File: config.mk
export PLATFORM = sky130hd
export DESIGN_NAME = hdlc_line_monitor_flat
export DESIGN_NICKNAME = d
export VERILOG_FILES = /design/src/rtl/hdlc_line_monitor_if.sv /design/src/rtl/hdlc_line_monitor.sv /design/src/flat_wrapper.sv
export SDC_FILE = /design/constraint.sdc
export NUM_CORES = 1
export LEC_CHECK = 0
export BUFFER_PORTS_ARGS = -buffer_cell sky130_fd_sc_hd__buf_2
export CORE_ASPECT_RATIO = 0.9
export CORE_MARGIN = 3
export CORE_UTILIZATION = 64
export CTS_BUF_LIST = sky130_fd_sc_hd__clkbuf_4
export DETAILED_ROUTE_END_ITERATION = 10
export HOLD_SLACK_MARGIN = 0.05
export PLACE_DENSITY = 0.83
export REMOVE_ABC_BUFFERS = 1
export SLEW_MARGIN = 20
export SYNTH_ARGS = -nofsm -noshare
export SYNTH_HDL_FRONTEND = slang
export SYNTH_SLANG_ARGS = --single-unit
export TNS_END_PERCENT = 50
File: constraint.sdc
create_clock -name clk -period 2.66 [get_ports clk]
set_input_delay 0.266 -clock clk [delete_from_list [all_inputs] [get_ports clk]]
set_output_delay 0.266 -clock clk [all_outputs]
set_load 0.01 [all_outputs]
File: src/rtl/hdlc_line_monitor_if.sv
// ---------------------------------------------------------------------------
// hdlc_line_monitor_if
// Bundles the per-channel serial taps, counter read port and status outputs
// of the HDLC line monitor.
//   bit_en       per-channel bit strobe (rx_bit sampled only when set)
//   rx_bit       raw serial bit per channel
//   clr          synchronous clear of all event counters
//   rd_sel       channel whose counters appear on the rd_* outputs
//   flag_det     1-cycle pulse, flag 01111110 completed
//   frame_end    1-cycle pulse, closing flag of a frame
//   abort_det    1-cycle pulse, abort inside a frame
//   short_err    1-cycle pulse, closed frame shorter than the minimum
//   in_frame     level, channel inside a frame
//   idle         level, ones-run reached the idle length
//   rd_*_cnt     registered counters of channel rd_sel
// master: the side that drives the line taps; slave: the monitor itself.
// ---------------------------------------------------------------------------
interface hdlc_line_monitor_if #(
    parameter int NUM_CH = 4,
    parameter int CNT_W  = 16
);
    localparam int RS_W = (NUM_CH > 1) ? $clog2(NUM_CH) : 1;

    logic [NUM_CH-1:0] bit_en;
    logic [NUM_CH-1:0] rx_bit;
    logic              clr;
    logic [RS_W-1:0]   rd_sel;

    logic [NUM_CH-1:0] flag_det;
    logic [NUM_CH-1:0] frame_end;
    logic [NUM_CH-1:0] abort_det;
    logic [NUM_CH-1:0] short_err;
    logic [NUM_CH-1:0] in_frame;
    logic [NUM_CH-1:0] idle;
    logic [CNT_W-1:0]  rd_frame_cnt;
    logic [CNT_W-1:0]  rd_abort_cnt;
    logic [CNT_W-1:0]  rd_err_cnt;

    modport master (
        output bit_en, rx_bit, clr, rd_sel,
        input  flag_det, frame_end, abort_det, short_err, in_frame, idle,
        input  rd_frame_cnt, rd_abort_cnt, rd_err_cnt
    );

    modport slave (
        input  bit_en, rx_bit, clr, rd_sel,
        output flag_det, frame_end, abort_det, short_err, in_frame, idle,
        output rd_frame_cnt, rd_abort_cnt, rd_err_cnt
    );
endinterface

File: src/rtl/hdlc_line_monitor.sv
// ---------------------------------------------------------------------------
// hdlc_line_monitor
// Multi-channel HDLC receive-line monitor. Taps the raw bitstream of each
// channel, detects flags, aborts and idle, tracks frame state and length,
// and keeps saturating per-channel frame/abort/short-frame counters that are
// readable through a registered channel-select port.
//   clk    rising-edge clock for all logic
//   rst_n  asynchronous active-low reset
//   mon    hdlc_line_monitor_if.slave (taps, clear, read select, status)
// ---------------------------------------------------------------------------
module hdlc_line_monitor #(
    parameter int NUM_CH         = 4,
    parameter int CNT_W          = 16,
    parameter int IDLE_LEN       = 15,
    parameter int MIN_FRAME_BITS = 32
) (
    input  logic                clk,
    input  logic                rst_n,
    hdlc_line_monitor_if.slave  mon
);
    localparam int ONES_W = $clog2(IDLE_LEN + 1);
    // Length counter must hold MIN_FRAME_BITS + 8 (the closing flag's bits).
    localparam int LEN_W  = $clog2(MIN_FRAME_BITS + 9);

    localparam logic [ONES_W-1:0] ONES_SAT   = ONES_W'(IDLE_LEN);
    localparam logic [ONES_W-1:0] ONES_ABORT = ONES_W'(7);
    localparam logic [LEN_W-1:0]  LEN_MAX    = {LEN_W{1'b1}};
    localparam logic [LEN_W-1:0]  LEN_OPEN   = LEN_W'(8);
    localparam logic [LEN_W-1:0]  LEN_MIN_OK = LEN_W'(MIN_FRAME_BITS + 8);

    typedef enum logic [1:0] {
        ST_HUNT  = 2'd0,
        ST_FLAG  = 2'd1,
        ST_FRAME = 2'd2
    } state_t;

    function automatic logic [CNT_W-1:0] sat_inc(input logic [CNT_W-1:0] v);
        if (v == {CNT_W{1'b1}}) begin
            return v;
        end else begin
            return v + CNT_W'(1);
        end
    endfunction

    logic [NUM_CH-1:0] flag_det_s;
    logic [NUM_CH-1:0] frame_end_s;
    logic [NUM_CH-1:0] abort_det_s;
    logic [NUM_CH-1:0] short_err_s;
    logic [NUM_CH-1:0] in_frame_s;
    logic [NUM_CH-1:0] idle_s;
    logic [CNT_W-1:0]  frame_cnt_s [NUM_CH];
    logic [CNT_W-1:0]  abort_cnt_s [NUM_CH];
    logic [CNT_W-1:0]  err_cnt_s   [NUM_CH];

    for (genvar c = 0; c < NUM_CH; c++) begin : g_ch
        state_t            st_r, st_nx;
        // Last 7 sampled bits; with the incoming bit they form the 8-bit
        // shift value. Reset to all ones so no flag can form early.
        logic [6:0]        hist_r, hist_nx;
        logic [7:0]        shift_s;
        logic [ONES_W-1:0] ones_r, ones_nx;
        logic [LEN_W-1:0]  len_r, len_nx, len_inc_s;
        logic              flag_s, seven_s, idle_nx;
        logic              fend_s, abort_s, short_s;
        logic              flag_det_r, frame_end_r, abort_det_r, short_err_r;
        logic              in_frame_r, idle_r;
        logic [CNT_W-1:0]  frame_cnt_r, abort_cnt_r, err_cnt_r;

        // Bit-level datapath: shift value, ones-run and bits-since-flag
        always_comb begin
            shift_s   = {hist_r, mon.rx_bit[c]};
            hist_nx   = hist_r;
            ones_nx   = ones_r;
            len_nx    = len_r;
            len_inc_s = (len_r == LEN_MAX) ? len_r : len_r + LEN_W'(1);
            flag_s    = 1'b0;
            seven_s   = 1'b0;
            idle_nx   = idle_r;
            if (mon.bit_en[c]) begin
                hist_nx = shift_s[6:0];
                if (mon.rx_bit[c]) begin
                    if (ones_r == ONES_SAT) begin
                        ones_nx = ones_r;
                    end else begin
                        ones_nx = ones_r + ONES_W'(1);
                    end
                end else begin
                    ones_nx = '0;
                end
                flag_s  = (shift_s == 8'h7E);
                // Only reachable on the 6->7 step, so this fires once per run.
                seven_s = (ones_nx == ONES_ABORT);
                idle_nx = (ones_nx >= ONES_SAT);
                if (flag_s) begin
                    len_nx = '0;
                end else begin
                    len_nx = len_inc_s;
                end
            end else begin
                hist_nx = hist_r;
            end
        end

        // Frame FSM next-state and event pulses
        always_comb begin
            st_nx   = st_r;
            fend_s  = 1'b0;
            abort_s = 1'b0;
            short_s = 1'b0;
            if (mon.bit_en[c]) begin
                if (idle_nx) begin
                    st_nx = ST_HUNT;
                end else begin
                    case (st_r)
                        ST_HUNT: begin
                            if (flag_s) begin
                                st_nx = ST_FLAG;
                            end else begin
                                st_nx = ST_HUNT;
                            end
                        end
                        ST_FLAG: begin
                            if (flag_s) begin
                                st_nx = ST_FLAG;
                            end else if (seven_s) begin
                                st_nx = ST_HUNT;
                            end else if (len_inc_s == LEN_OPEN) begin
                                st_nx = ST_FRAME;
                            end else begin
                                st_nx = ST_FLAG;
                            end
                        end
                        ST_FRAME: begin
                            if (flag_s) begin
                                st_nx   = ST_FLAG;
                                fend_s  = 1'b1;
                                // len_inc_s counts data plus the 8 flag bits.
                                short_s = (len_inc_s < LEN_MIN_OK);
                            end else if (seven_s) begin
                                st_nx   = ST_HUNT;
                                abort_s = 1'b1;
                            end else begin
                                st_nx = ST_FRAME;
                            end
                        end
                        default: begin
                            st_nx = ST_HUNT;
                        end
                    endcase
                end
            end else begin
                st_nx = st_r;
            end
        end

        // FSM state register
        always_ff @(posedge clk or negedge rst_n) begin
            if (!rst_n) begin
                st_r <= ST_HUNT;
            end else begin
                st_r <= st_nx;
            end
        end

        // Datapath registers and registered status outputs
        always_ff @(posedge clk or negedge rst_n) begin
            if (!rst_n) begin
                hist_r      <= 7'h7F;
                ones_r      <= '0;
                len_r       <= '0;
                flag_det_r  <= 1'b0;
                frame_end_r <= 1'b0;
                abort_det_r <= 1'b0;
                short_err_r <= 1'b0;
                in_frame_r  <= 1'b0;
                idle_r      <= 1'b0;
            end else begin
                hist_r      <= hist_nx;
                ones_r      <= ones_nx;
                len_r       <= len_nx;
                flag_det_r  <= flag_s;
                frame_end_r <= fend_s;
                abort_det_r <= abort_s;
                short_err_r <= short_s;
                in_frame_r  <= (st_nx == ST_FRAME);
                idle_r      <= idle_nx;
            end
        end

        // Saturating event counters; clear overrides a same-cycle increment
        always_ff @(posedge clk or negedge rst_n) begin
            if (!rst_n) begin
                frame_cnt_r <= '0;
                abort_cnt_r <= '0;
                err_cnt_r   <= '0;
            end else if (mon.clr) begin
                frame_cnt_r <= '0;
                abort_cnt_r <= '0;
                err_cnt_r   <= '0;
            end else begin
                frame_cnt_r <= fend_s  ? sat_inc(frame_cnt_r) : frame_cnt_r;
                abort_cnt_r <= abort_s ? sat_inc(abort_cnt_r) : abort_cnt_r;
                err_cnt_r   <= short_s ? sat_inc(err_cnt_r)   : err_cnt_r;
            end
        end

        assign flag_det_s[c]  = flag_det_r;
        assign frame_end_s[c] = frame_end_r;
        assign abort_det_s[c] = abort_det_r;
        assign short_err_s[c] = short_err_r;
        assign in_frame_s[c]  = in_frame_r;
        assign idle_s[c]      = idle_r;
        assign frame_cnt_s[c] = frame_cnt_r;
        assign abort_cnt_s[c] = abort_cnt_r;
        assign err_cnt_s[c]   = err_cnt_r;
    end

    logic [CNT_W-1:0] rd_frame_r, rd_abort_r, rd_err_r;

    // Registered counter read port; out-of-range selects read as zero
    always_ff @(posedge clk or negedge rst_n) begin
        if (!rst_n) begin
            rd_frame_r <= '0;
            rd_abort_r <= '0;
            rd_err_r   <= '0;
        end else if (int'(mon.rd_sel) < NUM_CH) begin
            rd_frame_r <= frame_cnt_s[mon.rd_sel];
            rd_abort_r <= abort_cnt_s[mon.rd_sel];
            rd_err_r   <= err_cnt_s[mon.rd_sel];
        end else begin
            rd_frame_r <= '0;
            rd_abort_r <= '0;
            rd_err_r   <= '0;
        end
    end

    assign mon.flag_det     = flag_det_s;
    assign mon.frame_end    = frame_end_s;
    assign mon.abort_det    = abort_det_s;
    assign mon.short_err    = short_err_s;
    assign mon.in_frame     = in_frame_s;
    assign mon.idle         = idle_s;
    assign mon.rd_frame_cnt = rd_frame_r;
    assign mon.rd_abort_cnt = rd_abort_r;
    assign mon.rd_err_cnt   = rd_err_r;
endmodule

File: src/flat_wrapper.sv
// flat-port wrapper written by rule: the top's interface ports become plain ports
module hdlc_line_monitor_flat 
#(
    parameter int NUM_CH         = 4,
    parameter int CNT_W          = 16,
    parameter int IDLE_LEN       = 15,
    parameter int MIN_FRAME_BITS = 32
)
  (clk, rst_n, mon_bit_en, mon_rx_bit, mon_clr, mon_rd_sel, mon_flag_det, mon_frame_end, mon_abort_det, mon_short_err, mon_in_frame, mon_idle, mon_rd_frame_cnt, mon_rd_abort_cnt, mon_rd_err_cnt);
  hdlc_line_monitor_if #(.NUM_CH(NUM_CH), .CNT_W(CNT_W)) mon_i ();
  input  logic clk;
  input  logic rst_n;
  input wire logic [$bits(mon_i.bit_en)-1:0] mon_bit_en;
  input wire logic [$bits(mon_i.rx_bit)-1:0] mon_rx_bit;
  input wire logic [$bits(mon_i.clr)-1:0] mon_clr;
  input wire logic [$bits(mon_i.rd_sel)-1:0] mon_rd_sel;
  output wire logic [$bits(mon_i.flag_det)-1:0] mon_flag_det;
  output wire logic [$bits(mon_i.frame_end)-1:0] mon_frame_end;
  output wire logic [$bits(mon_i.abort_det)-1:0] mon_abort_det;
  output wire logic [$bits(mon_i.short_err)-1:0] mon_short_err;
  output wire logic [$bits(mon_i.in_frame)-1:0] mon_in_frame;
  output wire logic [$bits(mon_i.idle)-1:0] mon_idle;
  output wire logic [$bits(mon_i.rd_frame_cnt)-1:0] mon_rd_frame_cnt;
  output wire logic [$bits(mon_i.rd_abort_cnt)-1:0] mon_rd_abort_cnt;
  output wire logic [$bits(mon_i.rd_err_cnt)-1:0] mon_rd_err_cnt;
  assign mon_i.bit_en = mon_bit_en;
  assign mon_i.rx_bit = mon_rx_bit;
  assign mon_i.clr = mon_clr;
  assign mon_i.rd_sel = mon_rd_sel;
  assign mon_flag_det = mon_i.flag_det;
  assign mon_frame_end = mon_i.frame_end;
  assign mon_abort_det = mon_i.abort_det;
  assign mon_short_err = mon_i.short_err;
  assign mon_in_frame = mon_i.in_frame;
  assign mon_idle = mon_i.idle;
  assign mon_rd_frame_cnt = mon_i.rd_frame_cnt;
  assign mon_rd_abort_cnt = mon_i.rd_abort_cnt;
  assign mon_rd_err_cnt = mon_i.rd_err_cnt;
  hdlc_line_monitor #(.NUM_CH(NUM_CH), .CNT_W(CNT_W), .IDLE_LEN(IDLE_LEN), .MIN_FRAME_BITS(MIN_FRAME_BITS)) u_core (.clk(clk), .rst_n(rst_n), .mon(mon_i));
endmodule
==> results of run 1 <==
-- layer usage --
metal / part of all wire / wire [um] / vias up
met3: 0.075 / 3310 / 102
met5: 0 / 0 / -
met4: 0.023 / 1030 / 0
met2: 0.47 / 20700 / 645
met1: 0.43 / 19000 / 7708
li1: - / - / 7185
-- cell usage after synthesis (16+ instances only) --
cell type / count
dfrtp_1: 312
or3_1: 44
nor4_1: 24
xnor2_1: 27
buf_4: 24
ha_1: 20
o31ai_1: 79
inv_1: 49
o21ai_0: 80
dfstp_2: 28
or4_1: 74
buf_2: 17
nand2_1: 124
mux4_2: 48
nand4_1: 53
mux2_2: 30
nand3_1: 100
nor3_1: 21
nor2_1: 99
and4_1: 24
a21oi_1: 159
nor2b_1: 17
and3_1: 45
clkbuf_1: 72
o21a_1: 16
-- worst max path at each step --
stage	endpoint	slack [ns]
finish	u_core.g_ch[3].abort_cnt_r[12]$_DFFE_PN0P_	0.10
global route	u_core.g_ch[3].abort_cnt_r[12]$_DFFE_PN0P_	0.01
CTS	u_core.g_ch[0].err_cnt_r[5]$_DFFE_PN0P_	0.08
detailed placement	u_core.g_ch[0].abort_cnt_r[13]$_DFFE_PN0P_	0.10
global placement	u_core.g_ch[3].abort_cnt_r[12]$_DFFE_PN0P_	0.21
floorplan	u_core.g_ch[3].abort_cnt_r[12]$_DFFE_PN0P_	-0.20
-- stage by stage --
stage | worst slack [ns] | instance area, sq um | std cells
after global placement | 0.209 | 19100 | 2181
final | 0.103 | 20200 | 2340
after detailed placement | 0.103 | 19100 | 2181
after CTS | 0.0788 | 20200 | 2339
after floorplan | -0.200 | 17800 | 1700
after global routing | 0.0115 | 20200 | 2340
-- area by class of cell --
type / count / share of cell area
well taps: 360 / 0.0223
inverters: 53 / 0.00989
multi-input cells: 1307 / 0.450
clock inverters: 31 / 0.00631
diodes: 1 / 0.000124
flip-flops and latches: 340 / 0.422
clock buffers: 116 / 0.0430
repair buffers: 132 / 0.0464
-- flip-flops by register name, summed over array words and instances (netlist names), 8 cells and up --
name and cells:
u_core.g_ch.err_cnt_r 64, u_core.g_ch.len_r 24, u_core.g_ch.ones_r 16, u_core.mon.rd_abort_cnt 16
u_core.g_ch.st_r 8, u_core.g_ch.abort_cnt_r 64, u_core.mon.rd_err_cnt 16, u_core.mon.rd_frame_cnt 16
u_core.g_ch.hist_r 28, u_core.g_ch.frame_cnt_r 64
-- cells in the final DEF, fill, tap and decap left out, types with 17 or more instances in the layout --
cell / instances
dfrtp_1: 310
nor3_1: 21
nor4_1: 24
and3_1: 44
clkbuf_4: 116
nand4_1: 53
mux4_2: 48
or3_1: 44
buf_4: 29
ha_1: 18
a21oi_1: 159
or4_1: 74
nor2b_1: 17
mux2_2: 30
nand2_1: 124
buf_2: 81
o21ai_0: 80
xnor2_1: 27
nor2_1: 99
clkinv_1: 20
nand3_1: 100
inv_1: 49
o31ai_1: 79
dfstp_2: 28
and4_1: 24
-- kinds of logic (layout without fill, tap and decap cells) --
logic type               Yosys count  in the layout
multiplexers                     101            101
other                              0              1
buffers and inverters            176            332
XOR/XNOR                          40             40
flip-flops                       340            340
AND/OR/NAND/NOR                  703            703
AO/OA/AOI/OAI                    443            443
adder cells (fa/ha/maj)           20             20
-- power breakdown --
part | switching (uW) | internal (uW)
clock | 2150 | 2030
sequential | 410 | 5540
combinational | 728 | 547
total | 3290 | 8120
-- worst reg2reg max path, stage by stage (launching register included) --
cell and delay [ns]:
dfrtp_1 0.43, ha_1 0.32, or4bb_1 0.49, o211ai_2 0.10, nand4_1 0.11, buf_4 0.25, nor4_1 0.38, mux2_1 0.36
-- repair_timing --
item,in CTS,in global routing
gates resized for setup,0,7
hold endpoints to repair,395,0
hold buffers,11,0
setup endpoints to repair,0,18
==> metrics.cfg, run 1 <==
[clock_tree]
cts.sinks = 340
clk_pin_slew_worst_paths_ns = 0.07
clk_latency_ns = 0.74
cts_buffer_depth = 3
htree_num_levels = 3
cts_buffers = 87
post_cts_buffers = 0
cts_root_buf = clkbuf_4
cts_tree = built

[yosys]
synth_seq_cells = 340
synth_xor_area_frac = 0.0191
yosys.area.top_type_share = 0.425
synth-edff-count = 0
async_flop_share = 1.00
synth_area_leaders = dfrtp_1 42%, mux4_2 5.9%, a21oi_1 4.3%, dfstp_2 4.0%, o31ai_1 3.2%
synth_compound_area_frac = 0.153
synth_area_leader_cell = dfrtp_1
yosys.cell_types.count = 86
synthFlopType = dfrtp_1
syn_inst = 1823
yosysSeqAreaShare = 0.465
syn_area_sq_um = 18400
yosysWarnings = 0
yosys.area_share.simple = 0.217
synth-adder-area-share = 0.0136
synth_top_family_by_area = simple AND/OR/NAND/NOR gates
synth_mux_area_frac = 0.0905
synth_area_per_cell_sq_um = 10.1

[setup_path]
cp_num_buf_inv = 1
start_kind = register
critical_path_required_ns = 3.26
slowest_stage = or4bb_1
reg2reg_from = u_core.g_ch[3].ones_r[1]$_DFFE_PN0P_
r2r_cells = 7
regToRegEndpoint = u_core.g_ch[3].abort_cnt_r[12]$_DFFE_PN0P_
path_depth = 7
reg2reg_slack_ns = 0.10
critical_path_arrival_ns = 3.16
crit_chain = ha_1 -> or4bb_1 -> o211ai_2 -> nand4_1 -> buf_4 -> nor4_1 -> mux2_1
cp_max_fo = 31
crit_type = register to register
crit_start = u_core.g_ch[3].ones_r[1]$_DFFE_PN0P_
critPathCaptureType = register
slowest_delay_ns = 0.49
crit_family = simple AND/OR/NAND/NOR gates

[timing]
fmaxAchievable_mhz = 391
finalCritPeriodShare = 0.961
hold_viol = 0
setup_tns_ns = 0
post-route-min-period_ns = 2.56
maxSlewViolCount = 0
timing.hold.ws_ns = 0.0876
rsz0062_at_grt = false
max-slew-margin-rel = 0.320
finalSetupViolCount = 0
fin_skew_ns = 0.0430
worst_pin_slew_ns = 1.02

[global_routing]
grt_use_met2 = 0.441
grt_antenna_before_repair = 1
grt_pass1_wl_um = 73000
grt_max_degree = 106
grt_pass1_vias = 14900
track_usage = 0.285
grt.busiest_layer = met2
grt-ovfl-total = 0
use_met1 = 0.410
grt_use_met3 = 0.0553

[layout]
fillCellCount = 2060
syn2layout_area_growth_pct = 10.1
layout.nets = 1954
regArea_sq_um = 8550
drive_above_1_share = 0.198
multiInputGateArea_sq_um = 9100
utilization = 0.721

[drt]
dr.pass1.iters = 5
drtIter0Drc = 1740
vias_per_cell = 6.68
avgRoutedWirePerCell_um = 18.8
ant_nets = 0
routed_wl_um = 44000
drc_errors = 0
num_vias = 15600

[power]
fin_total_pwr_uw = 11400
power.density_nw_per_um2 = 563
vdd_drop_max_uv = 440
p_leak_uw = 0.00842

[status]
outcome = finished, final reports clean

[job]
drv_cap = 0

[floorplanning]
core_sq_um = 28100
start_util = 0.655
rows = 58
die_area_sq_um = 30800
dieWidth_um = 185
die_h_um = 167
ios = 85

[placement]
io_buffers = 84
dp_hpwl_um = 29500
place.gp.congestion = 0.886

[worst_hold_path]
min_path_type = input pin to asynchronous set/reset pin

Note: power is estimated with default switching activity, not from simulation.
==> run 2, diff against run 1 <==
--- a/config.mk
+++ b/config.mk
@@ -8,11 +8,10 @@
 export BUFFER_PORTS_ARGS = -buffer_cell sky130_fd_sc_hd__buf_2
 export CORE_ASPECT_RATIO = 0.9
 export CORE_MARGIN = 3
-export CORE_UTILIZATION = 64
-export CTS_BUF_LIST = sky130_fd_sc_hd__clkbuf_4
+export CORE_UTILIZATION = 56
 export DETAILED_ROUTE_END_ITERATION = 10
 export HOLD_SLACK_MARGIN = 0.05
-export PLACE_DENSITY = 0.83
+export PLACE_DENSITY = 0.77
 export REMOVE_ABC_BUFFERS = 1
 export SLEW_MARGIN = 20
 export SYNTH_ARGS = -nofsm -noshare
==> constraint.sdc (replaced) <==
create_clock -name clk -period 2.2 [get_ports clk]
set_input_delay 0.22 -clock clk [delete_from_list [all_inputs] [get_ports clk]]
set_output_delay 0.22 -clock clk [all_outputs]
set_load 0.01 [all_outputs]
==> run 2 against run 1 <==
The flow now finishes with violations (setup timing). Cell count increased by 4.8%. Sequential share of layout area is 4.7 points lower. Wire length rose by 15%. Die area up 14%. Cell area grew 12%. First-iteration DRC count shrank 6.1%. Non-clock buffer count up 139. Register-to-register slack got worse by 0.33 ns. Fmax is 5.4% higher. Total power up 39%. Combinational power rose by 70%. Flip-flop and latch count unchanged. Critical endpoint is now u_core.g_ch[3].abort_cnt_r[6]$_DFFE_PN0P_. Largest power group unchanged.
==> metrics.cfg, run 2 (same netlist as run 1, synthesis figures left out) <==
[layout]
largestRegisters = u_core.g_ch.abort_cnt_r x64, u_core.g_ch.err_cnt_r x64, u_core.g_ch.frame_cnt_r x64
final_cell_mix = 309 x dfrtp_1, 144 x buf_4, 124 x nand2_1
drive_above_1_share = 0.302  ; +0.104
multiInputGateArea_sq_um = 9990  ; +9.8%
design_area_sq_um = 22800  ; +12%
layout.nets = 2044  ; +4.6%
regArea_sq_um = 8550  ; about the same
syn2layout_area_growth_pct = 23.8
fin_cells = 2452  ; +4.8%
layout_commonest_cell = dfrtp_1
fillCellCount = 2223  ; +7.9%
n_antenna_cell = 0  ; -1

[power]
power.density_nw_per_um2 = 694  ; +23%
vdd_drop_max_uv = 497  ; +13%
p_leak_uw = 0.00932  ; +11%

[global_routing]
grt_antenna_before_repair = 0  ; -1
grt_max_degree = 89  ; -16%
grt_pass1_vias = 15300  ; +2.6%
grt-ovfl-total = 0  ; unchanged
track_usage = 0.270  ; -0.0152
grt_pass1_wl_um = 78100  ; +6.9%

[setup_path]
slowest_stage = or4_4
slowest_delay_ns = 0.51  ; +0.02 ns
crit_top_cell = buf_6
critical_path_arrival_ns = 2.86  ; -0.30 ns
crit_chain = ha_4 -> or4bb_1 -> o211ai_2 -> nand4_1 -> buf_6 -> buf_6 -> or4_4 -> a21oi_1
critical_path_required_ns = 2.63  ; -0.63 ns
reg2reg_slack_ns = -0.23  ; -0.33 ns
cp_max_fo = 5  ; -84%
start_kind = register
critPathCaptureType = register
crit_type = register to register

[floorplanning]
start_util = 0.572  ; -0.0822
core_sq_um = 32100  ; +14%
ios = 85  ; unchanged
dieWidth_um = 197  ; +6.7%
rows = 62  ; +6.9%
die_h_um = 178  ; +6.7%
die_area_sq_um = 35000  ; +14%

[timing]
finalSetupViolCount = 33  ; +33
max-slew-margin-rel = 0.567  ; +0.247
setup_tns_ns = -3.75  ; -3.75 ns
setup_ws_ns = -0.226  ; -0.329 ns
fmaxAchievable_mhz = 412  ; +5.4%
maxSlewViolCount = 0  ; unchanged
fin_skew_ns = 0.0199  ; -0.0231 ns
finalCritPeriodShare = 1.10  ; +0.142
worst_pin_slew_ns = 0.646  ; -0.371 ns
post-route-min-period_ns = 2.43  ; -0.131 ns
hold_viol = 0  ; unchanged
timing.hold.ws_ns = 0.0828  ; -0.00481 ns
rsz0062_at_grt = true

[clock_tree]
htree_num_levels = 2  ; -1
clk_pin_slew_worst_paths_ns = 0.06  ; about the same
clk_latency_ns = 0.52  ; -0.22 ns
cts_tree = built
cts.sinks = 340  ; unchanged
cts_root_buf = clkbuf_16
cts_buffers = 37  ; -57%
cts_buffer_depth = 3  ; unchanged

[status]
outcome = finished, violations left
violations = setup timing

[drt]
routed_wl_um = 50500  ; +15%
drtIter0Drc = 1634  ; -6.1%
avgRoutedWirePerCell_um = 20.6  ; +9.5%
num_vias = 16200  ; +3.6%
vias_per_cell = 6.61  ; -1.1%
drc_errors = 0  ; unchanged
dr.pass1.iters = 5  ; unchanged
ant_nets = 0  ; unchanged

[placement]
io_buffers = 84  ; unchanged
place.gp.congestion = 0.914  ; +3.2%
dpl_cell_area_sq_um = 20100  ; +5.3%
place_inst = 2353  ; +7.9%
pre_cts_ws_ns = -0.282  ; -0.385 ns
dp_hpwl_um = 31400  ; +6.5%

[job]
drv_cap = 0  ; unchanged

[worst_hold_path]
min_path_type = input pin to register

run 2: cell types whose count changed in the layout (fill, tap and decap cells not counted), moves of 24 or more:
| cell | delta |
|---|---|
| a21oi_1 | -42 |
| or4_1 | -42 |
| clkbuf_16 | +44 |
| o31ai_1 | -24 |
| buf_4 | +115 |
| clkbuf_4 | -116 |
| or4_4 | +42 |
| a21oi_2 | +42 |
run 2: layer usage:
layer  vias up  part of all wire  GRT usage
li1       7311                 -          -
met1      8058              0.42      0.386
met2       723              0.48      0.432
met3       112             0.076     0.0399
met4         0             0.028     0.0814
met5         -                 0          0
run 2: area by class of cell:
class,count,area share
Clock buffer,48,0.0447
Sequential cell,340,0.376
Inverter,53,0.00907
Timing Repair Buffer,271,0.0982
Multi-Input combinational cell,1308,0.439
Clock inverter,16,0.0105
Tap cell,416,0.0229
run 2: final timing paths:
kind | startpoint | end | depth (start not counted)
setup / recovery | u_core.g_ch[3].ones_r[0]$_DFFE_PN0P_ | u_core.g_ch[3].abort_cnt_r[6]$_DFFE_PN0P_ | 8
hold / removal | mon_bit_en[2] | u_core.g_ch[2].ones_r[2]$_DFFE_PN0P_ | 2
setup reg to reg | u_core.g_ch[3].ones_r[0]$_DFFE_PN0P_ | u_core.g_ch[3].abort_cnt_r[6]$_DFFE_PN0P_ | 8
hold reg to reg | u_core.g_ch[0].idle_r$_DFF_PN0_ | u_core.g_ch[0].idle_r$_DFF_PN0_ | 1
max in group asynchronous | rst_n | u_core.g_ch[2].err_cnt_r[14]$_DFFE_PN0P_ | 4
min in group asynchronous | rst_n | u_core.g_ch[1].ones_r[1]$_DFFE_PN0P_ | 2
run 2: what timing repair did:
action	4_1_cts	5_1_grt
gates resized for setup	50	166
setup endpoints to repair	59	120
endpoints found under the hold margin	289	0
hold buffers	5	0
setup buffers	2	17
gates cloned	2	11
pin swaps	27	100
run 2: metrics by stage:
stage	util	total power, uW
floorplan	-	8120
global placement	0.626	8990
detailed placement	0.626	9110
CTS	0.677	15700
global route	0.709	16400
finish	0.709	15800
run 2: power breakdown:
group / internal [uW] / total (uW) / switching (uW)
clock network: 3970 / 6540 / 2580
logic: 977 / 2170 / 1200
registers: 6700 / 7090 / 382
run 2: worst max-delay path, delay by kind of cell, from the launching register on:
| kind | cells | cell delay [ns] |
|---|---|---|
| AOI/OAI and AO/OA | 2 | 0.25 |
| and+or+nand+nor | 3 | 1.08 |
| buffers and inverters | 2 | 0.30 |
| DFF | 1 | 0.44 |
| adders and majority gates | 1 | 0.28 |
